$ cat config.mk
export PLATFORM = sky130hd
export DESIGN_NAME = fp_align_serial_flat
export DESIGN_NICKNAME = d
export VERILOG_FILES = /design/src/rtl/fp_align_serial_if.sv /design/src/rtl/fp_align_serial.sv /design/src/flat_wrapper.sv
export SDC_FILE = /design/constraint.sdc
export NUM_CORES = 1
export LEC_CHECK = 0
export CAP_MARGIN = 20
export CORE_ASPECT_RATIO = 1.2
export CORE_UTILIZATION = 59
export CTS_CLUSTER_DIAMETER = 50
export DETAILED_ROUTE_END_ITERATION = 10
export PLACE_DENSITY = 0.82
export SYNTH_ARGS = -nofsm -noshare
export SYNTH_HDL_FRONTEND = slang
export SYNTH_SLANG_ARGS = --single-unit
$ cat constraint.sdc
create_clock -name clk -period 7.2 [get_ports clk]
set_input_delay 1.44 -clock clk [delete_from_list [all_inputs] [get_ports clk]]
set_output_delay 1.44 -clock clk [all_outputs]
set_load 0.02 [all_outputs]
$ cat src/rtl/fp_align_serial_if.sv
`default_nettype none
// ============================================================================
// Module      : fp_align_serial_if
// Description : Handshake and data bundle for the FP32 alignment/add stage.
//               The slave modport is the stage itself; the master modport is
//               whatever feeds operands in and takes results out.
//   inValid/inReady/opA/opB        operand-side valid/ready handshake
//   outValid/outReady              result-side valid/ready handshake
//   alignedResult/exponentOut/
//   alignedSign/guard/round/sticky unnormalized result for normalize
//   specialOut                     NaN/Inf input or exponent overflow
//   busy                           stage is not idle
// Revision    : 1.0 - initial release
// ============================================================================
interface fp_align_serial_if;
  logic        inValid;
  logic        inReady;
  logic [31:0] opA;
  logic [31:0] opB;
  logic        outValid;
  logic        outReady;
  logic [23:0] alignedResult;
  logic [7:0]  exponentOut;
  logic        alignedSign;
  logic        guardBit;
  logic        roundBit;
  logic        stickyBit;
  logic        specialOut;
  logic        busy;

  modport slave (
    input  inValid, opA, opB, outReady,
    output inReady, outValid, alignedResult, exponentOut, alignedSign,
           guardBit, roundBit, stickyBit, specialOut, busy
  );

  modport master (
    output inValid, opA, opB, outReady,
    input  inReady, outValid, alignedResult, exponentOut, alignedSign,
           guardBit, roundBit, stickyBit, specialOut, busy
  );
endinterface
`default_nettype wire

$ cat src/rtl/fp_align_serial.sv
`default_nettype none
// ============================================================================
// Module      : fp_align_serial
// Description : Multi-cycle FP32 alignment/add stage feeding normalize.
//               Orders the operands by magnitude, shifts the smaller
//               mantissa right SHIFT_STEP bits per cycle while collecting
//               guard/round/sticky, then adds or subtracts.
//   clk    : rising-edge clock
//   reset  : synchronous active-high reset, aborts any operation
//   bus    : slave side of fp_align_serial_if (operand and result handshakes)
// Revision    : 1.0 - initial release
// ============================================================================
module fp_align_serial #(
  parameter int SHIFT_STEP = 1,   // 1, 2 or 4
  parameter int MAX_SHIFT  = 27   // 24 mantissa + G + R + S
) (
  input  wire logic       clk,
  input  wire logic       reset,
  fp_align_serial_if.slave bus
);

  localparam logic [2:0] S_IDLE    = 3'd0;
  localparam logic [2:0] S_COMPARE = 3'd1;
  localparam logic [2:0] S_SHIFT   = 3'd2;
  localparam logic [2:0] S_ADD     = 3'd3;
  localparam logic [2:0] S_DONE    = 3'd4;

  localparam logic [4:0] STEP_C      = 5'(SHIFT_STEP);
  localparam logic [4:0] MAX_SHIFT_C = 5'(MAX_SHIFT);

  logic [2:0]  state_q, state_d;

  logic [31:0] opA_q, opB_q;
  logic [26:0] extL_q, extS_q;     // {mant24, G, R, S}
  logic [7:0]  expL_q;             // effective exponent of the larger operand
  logic        signL_q;
  logic        sameSign_q;
  logic [4:0]  rem_q;              // alignment positions still to shift

  logic [23:0] result_q;
  logic [7:0]  expOut_q;
  logic        sign_q;
  logic        guard_q, round_q, sticky_q;
  logic        special_q;

  // ---------------------------------------------------------------- compare
  logic        aIsLarger;
  logic [31:0] opL, opS;
  logic [7:0]  expLEff, expSEff, expDiff;
  logic [4:0]  shiftClamp;
  logic        cmpSpecial;

  // Ties choose A; {exp,frac} ordering also guarantees expL >= expS.
  assign aIsLarger  = (opA_q[30:0] >= opB_q[30:0]);
  assign opL        = aIsLarger ? opA_q : opB_q;
  assign opS        = aIsLarger ? opB_q : opA_q;
  // Denormals sit at the same scale as exponent 1.
  assign expLEff    = (opL[30:23] == 8'd0) ? 8'd1 : opL[30:23];
  assign expSEff    = (opS[30:23] == 8'd0) ? 8'd1 : opS[30:23];
  assign expDiff    = expLEff - expSEff;
  assign shiftClamp = (expDiff > {3'd0, MAX_SHIFT_C}) ? MAX_SHIFT_C : expDiff[4:0];
  assign cmpSpecial = (&opA_q[30:23]) | (&opB_q[30:23]);

  // ------------------------------------------------------------------ shift
  logic [4:0]  shAmt;
  logic [4:0]  remNext;
  logic [26:0] lostMask;
  logic [26:0] extShifted;

  assign shAmt      = (rem_q < STEP_C) ? rem_q : STEP_C;
  assign remNext    = rem_q - shAmt;
  assign lostMask   = (27'd1 << shAmt) - 27'd1;
  // Everything that drops below bit 0 is folded into the sticky position.
  assign extShifted = (extS_q >> shAmt) | {26'd0, |(extS_q & lostMask)};

  // -------------------------------------------------------------------- add
  logic [27:0] sumRaw;
  logic        carry;
  logic [26:0] sumAdj;
  logic [8:0]  expAdj;
  logic        sumZero;

  assign sumRaw  = sameSign_q ? ({1'b0, extL_q} + {1'b0, extS_q})
                              : ({1'b0, extL_q} - {1'b0, extS_q});
  assign carry   = sumRaw[27];
  assign sumAdj  = carry ? {sumRaw[27:2], sumRaw[1] | sumRaw[0]} : sumRaw[26:0];
  assign expAdj  = {1'b0, expL_q} + {8'd0, carry};
  assign sumZero = (sumAdj == 27'd0);

  // ---------------------------------------------------------- state register
  always_ff @(posedge clk) begin
    if (reset) state_q <= S_IDLE;
    else       state_q <= state_d;
  end

  // ------------------------------------------------------------- next state
  always_comb begin
    state_d = state_q;
    case (state_q)
      S_IDLE:    if (bus.inValid) state_d = S_COMPARE;
      S_COMPARE: begin
        if (cmpSpecial)               state_d = S_DONE;
        else if (shiftClamp == 5'd0)  state_d = S_ADD;
        else                          state_d = S_SHIFT;
      end
      S_SHIFT:   if (remNext == 5'd0) state_d = S_ADD;
      S_ADD:     state_d = S_DONE;
      S_DONE:    if (bus.outReady) state_d = S_IDLE;
      default:   state_d = S_IDLE;
    endcase
  end

  // ---------------------------------------------------------------- outputs
  always_comb begin
    bus.inReady  = 1'b0;
    bus.outValid = 1'b0;
    bus.busy     = 1'b1;
    case (state_q)
      S_IDLE: begin
        bus.inReady = 1'b1;
        bus.busy    = 1'b0;
      end
      S_DONE:  bus.outValid = 1'b1;
      default: ;
    endcase
  end

  assign bus.alignedResult = result_q;
  assign bus.exponentOut   = expOut_q;
  assign bus.alignedSign   = sign_q;
  assign bus.guardBit      = guard_q;
  assign bus.roundBit      = round_q;
  assign bus.stickyBit     = sticky_q;
  assign bus.specialOut    = special_q;

  // --------------------------------------------------------------- datapath
  always_ff @(posedge clk) begin
    if (reset) begin
      opA_q      <= 32'd0;
      opB_q      <= 32'd0;
      extL_q     <= 27'd0;
      extS_q     <= 27'd0;
      expL_q     <= 8'd0;
      signL_q    <= 1'b0;
      sameSign_q <= 1'b0;
      rem_q      <= 5'd0;
      result_q   <= 24'd0;
      expOut_q   <= 8'd0;
      sign_q     <= 1'b0;
      guard_q    <= 1'b0;
      round_q    <= 1'b0;
      sticky_q   <= 1'b0;
      special_q  <= 1'b0;
    end else begin
      case (state_q)
        S_IDLE: begin
          if (bus.inValid) begin
            opA_q <= bus.opA;
            opB_q <= bus.opB;
          end
        end
        S_COMPARE: begin
          extL_q     <= {|opL[30:23], opL[22:0], 3'b000};
          extS_q     <= {|opS[30:23], opS[22:0], 3'b000};
          expL_q     <= expLEff;
          signL_q    <= opL[31];
          sameSign_q <= (opL[31] == opS[31]);
          rem_q      <= shiftClamp;
          if (cmpSpecial) begin
            result_q  <= 24'd0;
            expOut_q  <= 8'd0;
            sign_q    <= 1'b0;
            guard_q   <= 1'b0;
            round_q   <= 1'b0;
            sticky_q  <= 1'b0;
            special_q <= 1'b1;
          end
        end
        S_SHIFT: begin
          extS_q <= extShifted;
          rem_q  <= remNext;
        end
        S_ADD: begin
          result_q  <= sumAdj[26:3];
          guard_q   <= sumAdj[2];
          round_q   <= sumAdj[1];
          sticky_q  <= sumAdj[0];
          // Exact cancellation is reported as +0 with a zero exponent.
          expOut_q  <= sumZero ? 8'd0 : expAdj[7:0];
          sign_q    <= sumZero ? 1'b0 : signL_q;
          special_q <= (expAdj == 9'd255);
        end
        default: ;
      endcase
    end
  end

endmodule
`default_nettype wire

$ cat src/flat_wrapper.sv
// flat-port wrapper written by rule: the top's interface ports become plain ports
module fp_align_serial_flat 
#(
  parameter int SHIFT_STEP = 1,               
  parameter int MAX_SHIFT  = 27                             
)
  (clk, reset, bus_inValid, bus_opA, bus_opB, bus_outReady, bus_inReady, bus_outValid, bus_alignedResult, bus_exponentOut, bus_alignedSign, bus_guardBit, bus_roundBit, bus_stickyBit, bus_specialOut, bus_busy);
  fp_align_serial_if bus_i ();
  input  wire logic clk;
  input  wire logic reset;
  input wire logic [$bits(bus_i.inValid)-1:0] bus_inValid;
  input wire logic [$bits(bus_i.opA)-1:0] bus_opA;
  input wire logic [$bits(bus_i.opB)-1:0] bus_opB;
  input wire logic [$bits(bus_i.outReady)-1:0] bus_outReady;
  output wire logic [$bits(bus_i.inReady)-1:0] bus_inReady;
  output wire logic [$bits(bus_i.outValid)-1:0] bus_outValid;
  output wire logic [$bits(bus_i.alignedResult)-1:0] bus_alignedResult;
  output wire logic [$bits(bus_i.exponentOut)-1:0] bus_exponentOut;
  output wire logic [$bits(bus_i.alignedSign)-1:0] bus_alignedSign;
  output wire logic [$bits(bus_i.guardBit)-1:0] bus_guardBit;
  output wire logic [$bits(bus_i.roundBit)-1:0] bus_roundBit;
  output wire logic [$bits(bus_i.stickyBit)-1:0] bus_stickyBit;
  output wire logic [$bits(bus_i.specialOut)-1:0] bus_specialOut;
  output wire logic [$bits(bus_i.busy)-1:0] bus_busy;
  assign bus_i.inValid = bus_inValid;
  assign bus_i.opA = bus_opA;
  assign bus_i.opB = bus_opB;
  assign bus_i.outReady = bus_outReady;
  assign bus_inReady = bus_i.inReady;
  assign bus_outValid = bus_i.outValid;
  assign bus_alignedResult = bus_i.alignedResult;
  assign bus_exponentOut = bus_i.exponentOut;
  assign bus_alignedSign = bus_i.alignedSign;
  assign bus_guardBit = bus_i.guardBit;
  assign bus_roundBit = bus_i.roundBit;
  assign bus_stickyBit = bus_i.stickyBit;
  assign bus_specialOut = bus_i.specialOut;
  assign bus_busy = bus_i.busy;
  fp_align_serial #(.SHIFT_STEP(SHIFT_STEP), .MAX_SHIFT(MAX_SHIFT)) u_core (.clk(clk), .reset(reset), .bus(bus_i));
endmodule
==> impl_metrics.xml, run 1 <==
<?xml version="1.0" encoding="UTF-8"?>
<metrics>
  <group name="worst_setup_path">
    <metric name="worst-endpoint-required" unit="ns">7.57</metric>
    <metric name="worstPathMaxFanout" unit="">17</metric>
    <metric name="worst_ep_arrival_time" unit="ns">5.58</metric>
    <metric name="regToRegEndpoint" unit="">u_core.state_q[0]</metric>
    <metric name="reg2reg_from" unit="">u_core.opA_q[0]</metric>
    <metric name="reg2regPathDepth" unit="">23</metric>
    <metric name="crit_path_end_kind" unit="">flop</metric>
    <metric name="r2r_slack" unit="ns">2.00</metric>
    <metric name="ws_path_type" unit="">flop to flop</metric>
    <metric name="startpoint_type" unit="">flop</metric>
  </group>
  <group name="grt">
    <metric name="gr-total-overflow" unit="">0</metric>
    <metric name="grtUsageTotal" unit="%">31.15</metric>
    <metric name="grt_start_max_net_pins" unit="">86</metric>
    <metric name="grt_first_pass_wirelength" unit="um">49600</metric>
    <metric name="number_of_global_route_vias_before_repair" unit="">9893</metric>
    <metric name="number_of_antenna_violations_at_the_first_check_in_global_routing" unit="">0</metric>
  </group>
  <group name="layout">
    <metric name="area_growth" unit="%">14.27</metric>
    <metric name="number_of_inserted_diodes" unit="">0</metric>
    <metric name="final_layout_size_suffix_gt1_share" unit="%">4.630</metric>
    <metric name="finish.net_count" unit="">1661</metric>
  </group>
  <group name="synth">
    <metric name="synth.yosys.seq_area_share" unit="%">29.96</metric>
    <metric name="syn_avg_cell_area" unit="um^2">7.771</metric>
    <metric name="synth_largest_type_area_fraction" unit="%">29.96</metric>
    <metric name="synth_edf_count" unit="">0</metric>
    <metric name="mappedNetlistArea" unit="um^2">11360</metric>
    <metric name="synth.net_count" unit="">1623</metric>
    <metric name="synth_top_cells_by_area" unit="">sky130_fd_sc_hd__dfxtp_1 (30%), sky130_fd_sc_hd__ha_1 (10%), sky130_fd_sc_hd__nand2_1 (7.2%)</metric>
    <metric name="synthesis.yosys.warnings" unit="">0</metric>
    <metric name="ys_ff_latch" unit="">170</metric>
    <metric name="synth.cells.most_frequent" unit="">sky130_fd_sc_hd__nand2_1 (217), sky130_fd_sc_hd__dfxtp_1 (170), sky130_fd_sc_hd__a21oi_1 (142)</metric>
    <metric name="post_synth_inst_count" unit="">1462</metric>
    <metric name="synth_async_sr_flop_share" unit="%">0</metric>
    <metric name="netlist-cell-type-count" unit="">79</metric>
    <metric name="synth_largest_area_cell" unit="">sky130_fd_sc_hd__dfxtp_1</metric>
    <metric name="synthMostInstantiatedCell" unit="">sky130_fd_sc_hd__nand2_1</metric>
    <metric name="ys.flop_type" unit="">sky130_fd_sc_hd__dfxtp_1</metric>
  </group>
  <group name="timing">
    <metric name="timing.setup.tns" unit="ns">0</metric>
    <metric name="min_period" unit="ns">5.204</metric>
    <metric name="slew_viol_final" unit="">0</metric>
    <metric name="finalSetupViolations" unit="">0</metric>
    <metric name="unrepaired_setup_endpoints_after_global_routing" unit="">false</metric>
    <metric name="final-hold-violation-count" unit="">0</metric>
    <metric name="holdWs" unit="ns">0.4492</metric>
    <metric name="final_min_period_over_clock_period" unit="%">72.27</metric>
    <metric name="worst-slew-pin-transition" unit="ns">0.8767</metric>
    <metric name="timing.slew.headroom" unit="%">41.55</metric>
    <metric name="worst_clock_skew" unit="ns">0.01432</metric>
    <metric name="achievable-frequency" unit="MHz">192.2</metric>
  </group>
  <group name="clocking">
    <metric name="tritoncts" unit="">done</metric>
    <metric name="worst_setup_hold_path_clk_slew" unit="ns">0.07</metric>
    <metric name="cts_root_buf" unit="">sky130_fd_sc_hd__clkbuf_16</metric>
    <metric name="post_cts.resized_instances" unit="">0</metric>
    <metric name="insertion_delay" unit="ns">0.44</metric>
    <metric name="cts_sinks" unit="">170</metric>
    <metric name="clock_tree.buffer_depth" unit="">2</metric>
    <metric name="post_cts_buffers" unit="">0</metric>
    <metric name="htree_levels" unit="">4</metric>
    <metric name="number_of_clock_buffers_inserted_by_tritoncts" unit="">17</metric>
    <metric name="cts_hold_repair.buffers" unit="">0</metric>
  </group>
  <group name="route">
    <metric name="via_per_inst" unit="">6.082</metric>
    <metric name="drt_iter0_drc" unit="">827</metric>
    <metric name="final_ant_viol_nets" unit="">0</metric>
    <metric name="wire_length_per_cell" unit="um">17.06</metric>
    <metric name="dr_total_vias" unit="">10750</metric>
    <metric name="drt-pass1-iter-count" unit="">7</metric>
    <metric name="remaining_drc_errors" unit="">0</metric>
    <metric name="drt_wl_total" unit="um">30160</metric>
  </group>
  <group name="place">
    <metric name="routabilityCongestion" unit="">0.9338</metric>
    <metric name="post-dp-hpwl" unit="um">22260</metric>
    <metric name="io_buffers" unit="">107</metric>
  </group>
  <group name="worst_hold_path">
    <metric name="worstHoldStart" unit="">u_core.bus.exponentOut[3]</metric>
    <metric name="hold-path-endpoint" unit="">u_core.bus.exponentOut[3]</metric>
    <metric name="hold_path_class" unit="">flop to flop</metric>
    <metric name="holdPathStages" unit="">2</metric>
  </group>
  <group name="die">
    <metric name="top_level_ports" unit="">108</metric>
    <metric name="rows" unit="">55</metric>
    <metric name="die-width" unit="um">128.7</metric>
    <metric name="die_area" unit="um^2">19820</metric>
    <metric name="start_util" unit="%">60.25</metric>
    <metric name="die_y" unit="um">154.0</metric>
    <metric name="core-area" unit="um^2">18860</metric>
  </group>
  <group name="pwr">
    <metric name="leakagePower" unit="nW">5.057</metric>
    <metric name="highest_ir_drop_seen_on_vdd" unit="V">0.0002679</metric>
    <metric name="power-per-cell-area" unit="nW/um^2">542.8</metric>
  </group>
  <group name="job">
    <metric name="max-cap-violations" unit="">0</metric>
  </group>
  <group name="status">
    <metric name="outcome" unit="">finished clean</metric>
  </group>
</metrics>
## area by class of cell
| cell class | count | area [um^2] |
|---|---|---|
| clock buffers | 19 | 432.9 |
| repair buffers | 114 | 1121 |
| inverters | 88 | 332.8 |
| fillers | 1629 | 5873 |
| flip-flops and latches | 170 | 3403 |
| well taps | 256 | 320.3 |
| multi-input cells | 1109 | 7254 |
| clock inverters | 12 | 117.6 |
## critical path, cell delays in order, from the launching register on
cell and delay (ns):
sky130_fd_sc_hd__dfxtp_1 0.38, sky130_fd_sc_hd__inv_1 0.06, sky130_fd_sc_hd__ha_1 0.26, sky130_fd_sc_hd__nand2b_1 0.15, sky130_fd_sc_hd__a21o_1 0.18, sky130_fd_sc_hd__a21o_1 0.17, sky130_fd_sc_hd__a21o_1 0.17, sky130_fd_sc_hd__a21o_1 0.17
sky130_fd_sc_hd__a211oi_1 0.29, sky130_fd_sc_hd__o21ai_0 0.21, sky130_fd_sc_hd__a221o_4 0.54, sky130_fd_sc_hd__mux2_2 0.27, sky130_fd_sc_hd__ha_1 0.14, sky130_fd_sc_hd__inv_1 0.06, sky130_fd_sc_hd__fa_1 0.41, sky130_fd_sc_hd__a21o_1 0.18
sky130_fd_sc_hd__a21oi_1 0.24, sky130_fd_sc_hd__inv_1 0.06, sky130_fd_sc_hd__a21o_1 0.17, sky130_fd_sc_hd__a21oi_1 0.17, sky130_fd_sc_hd__xor2_1 0.15, sky130_fd_sc_hd__nand3_1 0.18, sky130_fd_sc_hd__nor4_1 0.30, sky130_fd_sc_hd__o221a_2 0.22
## worst max path at each step
stage	from	to	slack, ns	cells after the start
after global placement	u_core.opA_q[0]	u_core.state_q[0]	2.18	23
after CTS	u_core.opA_q[0]	u_core.state_q[0]	2.03	23
after global routing	u_core.opA_q[0]	u_core.state_q[0]	1.70	23
final	u_core.opA_q[0]	u_core.state_q[0]	2.00	23
after detailed placement	u_core.opA_q[0]	u_core.state_q[0]	2.08	23
after floorplan	u_core.opA_q[0]	u_core.rem_q[2]	2.20	26
## metrics by stage
| step | instance area, um^2 | setup slack [ns] | utilization, % | total power [mW] | instances |
|---|---|---|---|---|---|
| after detailed placement | 12430 | 2.077 | 65.93 | 6.083 | 1737 |
| after CTS | 12980 | 2.029 | 68.85 | 6.963 | 1768 |
| after floorplan | 11360 | 2.203 | - | 4.965 | 1462 |
| final | 12980 | 1.996 | 68.85 | 7.047 | 1768 |
| after global routing | 12980 | 1.700 | 68.85 | 7.572 | 1768 |
| after global placement | 12430 | 2.183 | 65.93 | 5.998 | 1737 |
## layout by cell type (no fill, tap or decap), drive strengths merged, types with 9 or more instances in the layout
cell type      instances
nand2                218
dfxtp                170
a21oi                143
nor2                 111
clkdlybuf4s50        106
ha                    91
inv                   90
mux2i                 61
a211oi                56
o21ai                 55
o22ai                 27
xnor2                 25
a21o                  23
nand4                 21
nor3                  20
clkbuf                19
nand2b                17
nor4                  17
nand3                 16
nor2b                 13
a31oi                 13
xor2                  13
o211ai                12
a32oi                 12
a22oi                 11
o31ai                 10
mux2                   9
o21a                   9
## metal layers
| layer | share of wire [%] | wire length (um) | track usage, % | up-vias |
|---|---|---|---|---|
| li1 | - | - | - | 5320 |
| met1 | 45 | 13500 | 41.21 | 5018 |
| met2 | 46 | 13950 | 49.86 | 346 |
| met3 | 5.2 | 1567 | 4.802 | 69 |
| met4 | 3.8 | 1138 | 13.78 | 0 |
| met5 | 0 | 0 | 0 | - |
## power breakdown
group          switching (mW)  total, mW  internal, mW
clock network           0.391      0.868         0.478
logic                    2.96       4.73          1.76
registers               0.273       1.45          1.18
total                    3.63       7.05          3.42
## flip-flops by register name, summed over array words and instances (netlist names), 3 cells and up
register and cells:
u_core.bus.alignedResult 24, u_core.opB_q 32, u_core.state_q 3, u_core.expL_q 8, u_core.rem_q 5, u_core.opA_q 32, u_core.bus.exponentOut 8, u_core.extS_q 27
u_core.extL_q 24
## logic make-up after synthesis
logic type | Yosys count | share of synthesized area (%)
AO/OA/AOI/OAI | 422 | 24.04
AND/OR/NAND/NOR | 486 | 20.04
multiplexers | 70 | 6.267
XOR/XNOR | 38 | 2.930
adder cells (fa/ha/maj) | 93 | 10.37
flip-flops | 170 | 29.96
buffers and inverters | 183 | 6.388
No activity file was read; power rests on OpenSTA's default activity.
==> run 2, diff against run 1 <==
==> constraint.sdc (replaced) <==
create_clock -name clk -period 5.2 [get_ports clk]
set_input_delay 1.04 -clock clk [delete_from_list [all_inputs] [get_ports clk]]
set_output_delay 1.04 -clock clk [all_outputs]
set_load 0.02 [all_outputs]
==> run 2 against run 1 <==
First-iteration DRC count increased by 17%. Sequential share of layout area decreased by 0.35 points. Global-route usage increased by 0.27 points. Non-clock buffer count increased by 3. Fmax increased by 2.9%. Routed wire length increased by 1.7%. Critical path depth decreased by 2. Sequential power increased by 40%. Final area increased by 1.4%. Clock skew decreased by 0.0020 ns. Register-to-register slack got worse by 1.9 ns. Clock-buffer cell count unchanged. Critical path type unchanged. Critical endpoint is now u_core.rem_q[2]. Largest power group unchanged.
==> impl_metrics.xml, run 2 (synthesis gave the netlist of run 1 again) <==
<?xml version="1.0" encoding="UTF-8"?>
<metrics>
  <group name="worst_setup_path">
    <metric name="worst-endpoint-required" unit="ns">5.55</metric>
    <metric name="path_cells" unit="">inv_1, ha_1, nand2b_1, a21o_1, a21o_1, a21o_1, a21o_1, a211oi_2, o21ai_2, a221o_4, buf_4, mux2_2, ha_1, a21o_1, a31o_2, a21o_1, a21oi_1, xnor2_1, nand3_2, or3_1, a31oi_1</metric>
    <metric name="ws_path_type" unit="">flop to flop</metric>
    <metric name="cp_num_buf_inv" unit="">2</metric>
    <metric name="worst_path_largest_cell_delay" unit="ns">0.49</metric>
    <metric name="startpoint_type" unit="">flop</metric>
    <metric name="worstPathMaxFanout" unit="">9</metric>
    <metric name="slowest_stage" unit="">sky130_fd_sc_hd__a221o_4</metric>
    <metric name="path_delay_family" unit="">compound AO/OA/AOI/OAI gates</metric>
    <metric name="crit_path_end_kind" unit="">flop</metric>
    <metric name="crit_path_frequent_cell" unit="">sky130_fd_sc_hd__a21o_1</metric>
    <metric name="worst_ep_arrival_time" unit="ns">5.41</metric>
  </group>
  <group name="layout">
    <metric name="fill_cells" unit="">1595</metric>
    <metric name="mostFrequentLayoutCell" unit="">sky130_fd_sc_hd__nand2_1</metric>
    <metric name="layout_top_registers" unit="">u_core.opA_q (32), u_core.opB_q (32), u_core.extS_q (27)</metric>
    <metric name="mostFrequentLayoutCells" unit="">sky130_fd_sc_hd__nand2_1 (216), sky130_fd_sc_hd__dfxtp_1 (169), sky130_fd_sc_hd__a21oi_1 (139), sky130_fd_sc_hd__nor2_1 (110), sky130_fd_sc_hd__clkdlybuf4s50_1 (106)</metric>
    <metric name="finish.net_count" unit="">1664</metric>
    <metric name="area_growth" unit="%">15.88</metric>
    <metric name="final_layout_size_suffix_gt1_share" unit="%">5.545</metric>
    <metric name="ff_latch_area" unit="um^2">3405</metric>
    <metric name="multi_input_area" unit="um^2">7306</metric>
    <metric name="design_area_final" unit="um^2">13170</metric>
    <metric name="number_of_inserted_diodes" unit="">0</metric>
  </group>
  <group name="die">
    <metric name="start_util" unit="%">60.25</metric>
    <metric name="die_area" unit="um^2">19820</metric>
    <metric name="top_level_ports" unit="">108</metric>
    <metric name="die_y" unit="um">154.0</metric>
    <metric name="rows" unit="">55</metric>
    <metric name="core-area" unit="um^2">18860</metric>
    <metric name="die-width" unit="um">128.7</metric>
  </group>
  <group name="clocking">
    <metric name="insertion_delay" unit="ns">0.44</metric>
    <metric name="number_of_clock_buffers_inserted_by_tritoncts" unit="">17</metric>
    <metric name="cts_root_buf" unit="">sky130_fd_sc_hd__clkbuf_16</metric>
    <metric name="htree_levels" unit="">4</metric>
    <metric name="worst_setup_hold_path_clk_slew" unit="ns">0.07</metric>
    <metric name="clock_tree.buffer_depth" unit="">2</metric>
    <metric name="tritoncts" unit="">done</metric>
    <metric name="cts_hold_repair.buffers" unit="">0</metric>
    <metric name="cts_sinks" unit="">170</metric>
  </group>
  <group name="timing">
    <metric name="min_period" unit="ns">5.058</metric>
    <metric name="slew_viol_final" unit="">0</metric>
    <metric name="final-hold-violation-count" unit="">0</metric>
    <metric name="worst_clock_skew" unit="ns">0.01235</metric>
    <metric name="worst-slew-pin-transition" unit="ns">1.072</metric>
    <metric name="timing.slew.headroom" unit="%">28.54</metric>
    <metric name="finalSetupViolations" unit="">0</metric>
    <metric name="achievable-frequency" unit="MHz">197.7</metric>
    <metric name="final_min_period_over_clock_period" unit="%">97.26</metric>
  </group>
  <group name="route">
    <metric name="via_per_inst" unit="">6.130</metric>
    <metric name="drt_iter0_drc" unit="">971</metric>
    <metric name="wire_length_per_cell" unit="um">17.32</metric>
    <metric name="final_ant_viol_nets" unit="">0</metric>
    <metric name="remaining_drc_errors" unit="">0</metric>
    <metric name="drt_wl_total" unit="um">30680</metric>
    <metric name="drt-pass1-iter-count" unit="">5</metric>
    <metric name="dr_total_vias" unit="">10860</metric>
  </group>
  <group name="pwr">
    <metric name="totalPowerFinal" unit="mW">10.14</metric>
    <metric name="power.share.sequential" unit="%">20.0</metric>
    <metric name="switchingPower" unit="mW">5.147</metric>
    <metric name="internal_power" unit="mW">4.997</metric>
    <metric name="power_switching_share" unit="%">50.74</metric>
    <metric name="power-per-cell-area" unit="nW/um^2">770.5</metric>
    <metric name="power_frac_clock" unit="%">13.9</metric>
    <metric name="highest_ir_drop_seen_on_vdd" unit="V">0.0004901</metric>
    <metric name="leakagePower" unit="nW">5.148</metric>
    <metric name="combinational_power_share" unit="%">66.1</metric>
  </group>
  <group name="grt">
    <metric name="grt_use_met2" unit="%">50.84</metric>
    <metric name="global_route.usage.met1" unit="%">41.14</metric>
    <metric name="busiest_layer" unit="">met2</metric>
    <metric name="number_of_global_route_vias_before_repair" unit="">10130</metric>
    <metric name="number_of_antenna_violations_at_the_first_check_in_global_routing" unit="">0</metric>
    <metric name="gr-total-overflow" unit="">0</metric>
    <metric name="gr-usage-met3" unit="%">4.419</metric>
    <metric name="grt_first_pass_wirelength" unit="um">50030</metric>
    <metric name="grtUsageTotal" unit="%">31.42</metric>
    <metric name="grt_start_max_net_pins" unit="">100</metric>
  </group>
  <group name="place">
    <metric name="io_buffers" unit="">107</metric>
    <metric name="post-dp-hpwl" unit="um">22350</metric>
    <metric name="dpl-instance-area" unit="um^2">12460</metric>
    <metric name="routabilityCongestion" unit="">0.9748</metric>
  </group>
  <group name="status">
    <metric name="outcome" unit="">finished clean</metric>
  </group>
  <group name="job">
    <metric name="max-cap-violations" unit="">0</metric>
  </group>
  <group name="worst_hold_path">
    <metric name="hold_path_class" unit="">flop to flop</metric>
  </group>
</metrics>
## run 2: changes by cell type in the layout (fill, tap and decap cells not counted), sizes merged
| cell | previous run | this run |
|---|---|---|
| bufinv | 1 | 5 |
| clkinv | 3 | 4 |
| buf | 8 | 11 |
| clkinvlp | 6 | 1 |
## run 2: timing repair
item,CTS,global route
pin swaps,0,4
endpoints found under the hold margin,0,0
endpoints found under the setup margin,2,6
gates resized for setup,1,11
buffers inserted,0,1
## run 2: worst paths after layout
path,from,to,cells past startpoint,slack (ns)
min reg2reg,u_core.bus.exponentOut[2],u_core.bus.exponentOut[2],2,0.44
max reg2reg,u_core.opA_q[0],u_core.rem_q[2],21,0.14
min,u_core.bus.exponentOut[2],u_core.bus.exponentOut[2],2,0.44
max,u_core.opA_q[0],u_core.rem_q[2],21,0.14
## run 2: worst reg2reg max path, cell delays in order (launching register included)
cell	delay [ns]
sky130_fd_sc_hd__dfxtp_1	0.37
sky130_fd_sc_hd__inv_1	0.06
sky130_fd_sc_hd__ha_1	0.27
sky130_fd_sc_hd__nand2b_1	0.15
sky130_fd_sc_hd__a21o_1	0.17
sky130_fd_sc_hd__a21o_1	0.16
sky130_fd_sc_hd__a21o_1	0.18
sky130_fd_sc_hd__a21o_1	0.19
sky130_fd_sc_hd__a211oi_2	0.30
sky130_fd_sc_hd__o21ai_2	0.14
sky130_fd_sc_hd__a221o_4	0.49
sky130_fd_sc_hd__buf_4	0.20
sky130_fd_sc_hd__mux2_2	0.31
sky130_fd_sc_hd__ha_1	0.36
sky130_fd_sc_hd__a21o_1	0.22
sky130_fd_sc_hd__a31o_2	0.25
sky130_fd_sc_hd__a21o_1	0.19
sky130_fd_sc_hd__a21oi_1	0.19
sky130_fd_sc_hd__xnor2_1	0.15
sky130_fd_sc_hd__nand3_2	0.15
sky130_fd_sc_hd__or3_1	0.35
sky130_fd_sc_hd__a31oi_1	0.13
## run 2: cell type report
class / instances / share of cell area [%]
multi-input combinational: 1109 / 55.49
sequential: 170 / 25.86
timing repair buffer: 117 / 8.782
clock buffer: 19 / 3.288
inverter: 88 / 2.528
tap: 256 / 2.433
clock inverter: 12 / 1.616
## run 2: power groups by stage
stage               Sequential, mW  Clock (mW)  Combinational [mW]
finish                        2.03        1.41                6.71
global route                  2.07        1.47                7.29
CTS                           2.02        1.42                6.49
detailed placement            2.04           0                6.43
global placement              2.02           0                6.30
floorplan                     1.94           0                4.93
## run 2: routing by layer
layer  wire, um  up-vias
met1      13560     5060
met5          0        -
met4       1137        0
met3       1695       75
met2      14280      404
li1           -     5317
## run 2: per-stage QoR
stage / setup WS (ns) / hold WS (ns) / util (%) / std cells / setup TNS, ns
finish: 0.1423 / 0.4443 / 69.82 / 1771 / 0
detailed placement: 0.05264 / 0.4378 / 66.08 / 1739 / 0
global route: -0.07711 / 0.4727 / 69.82 / 1771 / -0.08001
global placement: 0.1947 / 0.4351 / 65.97 / 1738 / 0
CTS: 0.02256 / 0.4472 / 69.50 / 1770 / 0
floorplan: 0.2029 / 0.4288 / - / 1462 / 0
==> run 3, diff against run 2 <==
--- a/config.mk
+++ b/config.mk
@@ -7,10 +7,11 @@
 export LEC_CHECK = 0
 export CAP_MARGIN = 20
 export CORE_ASPECT_RATIO = 1.2
-export CORE_UTILIZATION = 59
+export CORE_UTILIZATION = 65
 export CTS_CLUSTER_DIAMETER = 50
 export DETAILED_ROUTE_END_ITERATION = 10
-export PLACE_DENSITY = 0.82
+export DONT_BUFFER_PORTS = 1
+export PLACE_DENSITY = 0.81
 export SYNTH_ARGS = -nofsm -noshare
 export SYNTH_HDL_FRONTEND = slang
 export SYNTH_SLANG_ARGS = --single-unit
==> run 3 against run 2 <==
Cell count down 8.2%. Clock-buffer cell count up 2. Routed wire length down 3.9%. Non-clock buffer count down 106. First-iteration DRC count down 8.4%. Combinational power down 4.6%. Fmax up 2.6%. Clock skew up 0.0043 ns. Critical endpoint unchanged.
==> impl_metrics.xml, run 3 (synthesis gave the netlist of run 1 again) <==
<?xml version="1.0" encoding="UTF-8"?>
<metrics>
  <group name="grt">
    <metric name="number_of_global_route_vias_before_repair" unit="">9528</metric>
    <metric name="grt_start_max_net_pins" unit="">166</metric>
    <metric name="grtUsageTotal" unit="%">32.87</metric>
    <metric name="number_of_antenna_violations_at_the_first_check_in_global_routing" unit="">0</metric>
    <metric name="gr-total-overflow" unit="">0</metric>
    <metric name="grt_first_pass_wirelength" unit="um">46990</metric>
  </group>
  <group name="die">
    <metric name="die_y" unit="um">146.8</metric>
    <metric name="start_util" unit="%">66.90</metric>
    <metric name="top_level_ports" unit="">108</metric>
    <metric name="rows" unit="">52</metric>
    <metric name="core-area" unit="um^2">16980</metric>
    <metric name="die-width" unit="um">122.7</metric>
    <metric name="die_area" unit="um^2">18010</metric>
  </group>
  <group name="worst_hold_path">
    <metric name="holdPathStages" unit="">2</metric>
    <metric name="hold-path-endpoint" unit="">u_core.bus.alignedSign</metric>
    <metric name="worstHoldStart" unit="">u_core.signL_q</metric>
    <metric name="hold_path_class" unit="">flop to flop</metric>
  </group>
  <group name="timing">
    <metric name="finalSetupViolations" unit="">0</metric>
    <metric name="worst-slew-pin-transition" unit="ns">1.013</metric>
    <metric name="min_period" unit="ns">4.932</metric>
    <metric name="achievable-frequency" unit="MHz">202.8</metric>
    <metric name="timing.setup.tns" unit="ns">0</metric>
    <metric name="worst_clock_skew" unit="ns">0.01665</metric>
    <metric name="final_min_period_over_clock_period" unit="%">94.84</metric>
    <metric name="timing.slew.headroom" unit="%">32.48</metric>
    <metric name="final-hold-violation-count" unit="">0</metric>
    <metric name="slew_viol_final" unit="">0</metric>
  </group>
  <group name="layout">
    <metric name="number_of_inserted_diodes" unit="">0</metric>
    <metric name="fill_cells" unit="">1408</metric>
    <metric name="area_growth" unit="%">5.143</metric>
    <metric name="layout_top_registers" unit="">u_core.opA_q (32), u_core.opB_q (32), u_core.extS_q (27)</metric>
    <metric name="finish.net_count" unit="">1558</metric>
    <metric name="mostFrequentLayoutCell" unit="">sky130_fd_sc_hd__nand2_1</metric>
    <metric name="final_layout_size_suffix_gt1_share" unit="%">5.532</metric>
    <metric name="mostFrequentLayoutCells" unit="">sky130_fd_sc_hd__nand2_1 (216), sky130_fd_sc_hd__dfxtp_1 (170), sky130_fd_sc_hd__a21oi_1 (140), sky130_fd_sc_hd__nor2_1 (110), sky130_fd_sc_hd__ha_1 (91)</metric>
  </group>
  <group name="route">
    <metric name="drt_iter0_drc" unit="">889</metric>
    <metric name="wire_length_per_cell" unit="um">18.12</metric>
    <metric name="dr_total_vias" unit="">10400</metric>
    <metric name="remaining_drc_errors" unit="">0</metric>
    <metric name="final_ant_viol_nets" unit="">0</metric>
    <metric name="drt_wl_total" unit="um">29470</metric>
    <metric name="drt-pass1-iter-count" unit="">5</metric>
    <metric name="via_per_inst" unit="">6.397</metric>
  </group>
  <group name="worst_setup_path">
    <metric name="crit_path_end_kind" unit="">flop</metric>
    <metric name="worst_ep_arrival_time" unit="ns">5.29</metric>
    <metric name="ws_path_type" unit="">flop to flop</metric>
    <metric name="reg2reg_from" unit="">u_core.opA_q[0]</metric>
    <metric name="reg2regPathDepth" unit="">22</metric>
    <metric name="r2r_slack" unit="ns">0.27</metric>
    <metric name="startpoint_type" unit="">flop</metric>
    <metric name="regToRegEndpoint" unit="">u_core.rem_q[2]</metric>
    <metric name="worstPathMaxFanout" unit="">9</metric>
    <metric name="worst-endpoint-required" unit="ns">5.56</metric>
  </group>
  <group name="job">
    <metric name="max-cap-violations" unit="">0</metric>
  </group>
  <group name="place">
    <metric name="post-dp-hpwl" unit="um">21720</metric>
    <metric name="routabilityCongestion" unit="">0.9771</metric>
    <metric name="io_buffers" unit="">0</metric>
  </group>
  <group name="clocking">
    <metric name="cts_root_buf" unit="">sky130_fd_sc_hd__clkbuf_16</metric>
    <metric name="cts_hold_repair.buffers" unit="">0</metric>
    <metric name="clock_tree.buffer_depth" unit="">2</metric>
    <metric name="worst_setup_hold_path_clk_slew" unit="ns">0.06</metric>
    <metric name="insertion_delay" unit="ns">0.44</metric>
    <metric name="cts_sinks" unit="">170</metric>
    <metric name="number_of_clock_buffers_inserted_by_tritoncts" unit="">17</metric>
    <metric name="htree_levels" unit="">4</metric>
    <metric name="tritoncts" unit="">done</metric>
  </group>
  <group name="pwr">
    <metric name="totalPowerFinal" unit="mW">9.706</metric>
    <metric name="combinational_power_share" unit="%">65.9</metric>
    <metric name="power-per-cell-area" unit="nW/um^2">812.5</metric>
    <metric name="power.share.sequential" unit="%">21.4</metric>
    <metric name="leakagePower" unit="nW">4.698</metric>
    <metric name="switchingPower" unit="mW">5.023</metric>
    <metric name="power_switching_share" unit="%">51.75</metric>
    <metric name="highest_ir_drop_seen_on_vdd" unit="V">0.0003641</metric>
    <metric name="power_frac_clock" unit="%">12.7</metric>
    <metric name="internal_power" unit="mW">4.683</metric>
  </group>
  <group name="status">
    <metric name="outcome" unit="">finished clean</metric>
  </group>
</metrics>
## run 3: how the worst max path moves through the flow
| stage | start | end | slack [ns] | depth (start not counted) |
|---|---|---|---|---|
| 2_1_floorplan | u_core.opA_q[0] | u_core.rem_q[2] | 0.20 | 26 |
| 3_3_place_gp | u_core.opA_q[0] | u_core.state_q[0] | 0.24 | 23 |
| 3_5_place_dp | u_core.opB_q[24] | u_core.state_q[0] | 0.18 | 22 |
| 4_1_cts | u_core.opA_q[0] | u_core.state_q[0] | 0.15 | 23 |
| 5_1_grt | u_core.opA_q[0] | u_core.rem_q[2] | -0.007 | 22 |
| 6_report | u_core.opA_q[0] | u_core.rem_q[2] | 0.27 | 22 |
## run 3: cell type report
class	instances	area, um^2	share of cell area (%)
flip-flops and latches	170	3403	28.49
inverters	88	332.8	2.786
clock inverters	11	115.1	0.9637
well taps	216	270.3	2.262
repair buffers	11	95.09	0.7961
clock buffers	21	450.4	3.771
multi-input cells	1109	7278	60.93
## run 3: metal layers
metal	up-vias	GRT usage, %	routed length (um)
met5	-	0	0
li1	5094	-	-
met1	4862	42.93	12960
met2	377	53.20	13680
met4	0	14.82	1072
met3	69	4.697	1766
## run 3: through the flow
stage / cells / cell area, um^2 / hold WS (ns) / worst slack, ns / utilization (%)
2_1_floorplan: 1462 / 11360 / 0.4288 / 0.2029 / -
3_3_place_gp: 1592 / 11330 / 0.4520 / 0.2439 / 66.71
3_5_place_dp: 1592 / 11330 / 0.4616 / 0.1777 / 66.71
4_1_cts: 1624 / 11890 / 0.4696 / 0.1547 / 70.04
5_1_grt: 1626 / 11950 / 0.5005 / -0.007218 / 70.34
6_report: 1626 / 11950 / 0.4597 / 0.2681 / 70.34
## run 3: power groups by stage
stage                     sequential (mW)  clock (mW)  combinational [mW]
after detailed placement             2.10           0                6.20
after CTS                            2.07        1.24                6.24
after global routing                 2.12        1.29                6.96
final                                2.08        1.23                6.40
after floorplan                      1.94           0                4.93
after global placement               2.08           0                6.10
## run 3: worst max-delay path: stages, from the launching register on
cell                       delay [ns]
sky130_fd_sc_hd__dfxtp_1         0.37
sky130_fd_sc_hd__inv_1           0.06
sky130_fd_sc_hd__ha_1            0.25
sky130_fd_sc_hd__nand2b_1        0.14
sky130_fd_sc_hd__a21o_1          0.18
sky130_fd_sc_hd__a21o_1          0.19
sky130_fd_sc_hd__a21o_1          0.18
sky130_fd_sc_hd__a21o_1          0.18
sky130_fd_sc_hd__a211oi_2        0.23
sky130_fd_sc_hd__o21ai_1         0.12
sky130_fd_sc_hd__a221o_4         0.51
sky130_fd_sc_hd__buf_4           0.20
sky130_fd_sc_hd__mux2_2          0.30
sky130_fd_sc_hd__ha_1            0.35
sky130_fd_sc_hd__a21o_1          0.20
sky130_fd_sc_hd__a21oi_2         0.16
sky130_fd_sc_hd__inv_1           0.06
sky130_fd_sc_hd__a21o_1          0.18
sky130_fd_sc_hd__a21oi_1         0.20
sky130_fd_sc_hd__xor2_1          0.20
sky130_fd_sc_hd__nand3_2         0.14
sky130_fd_sc_hd__or3_1           0.33
sky130_fd_sc_hd__a31oi_1         0.13
## run 3: repair_timing
item                                    CTS  global route
gates resized for setup                   0             6
buffers inserted                          0             1
endpoints found under the setup margin    0             6
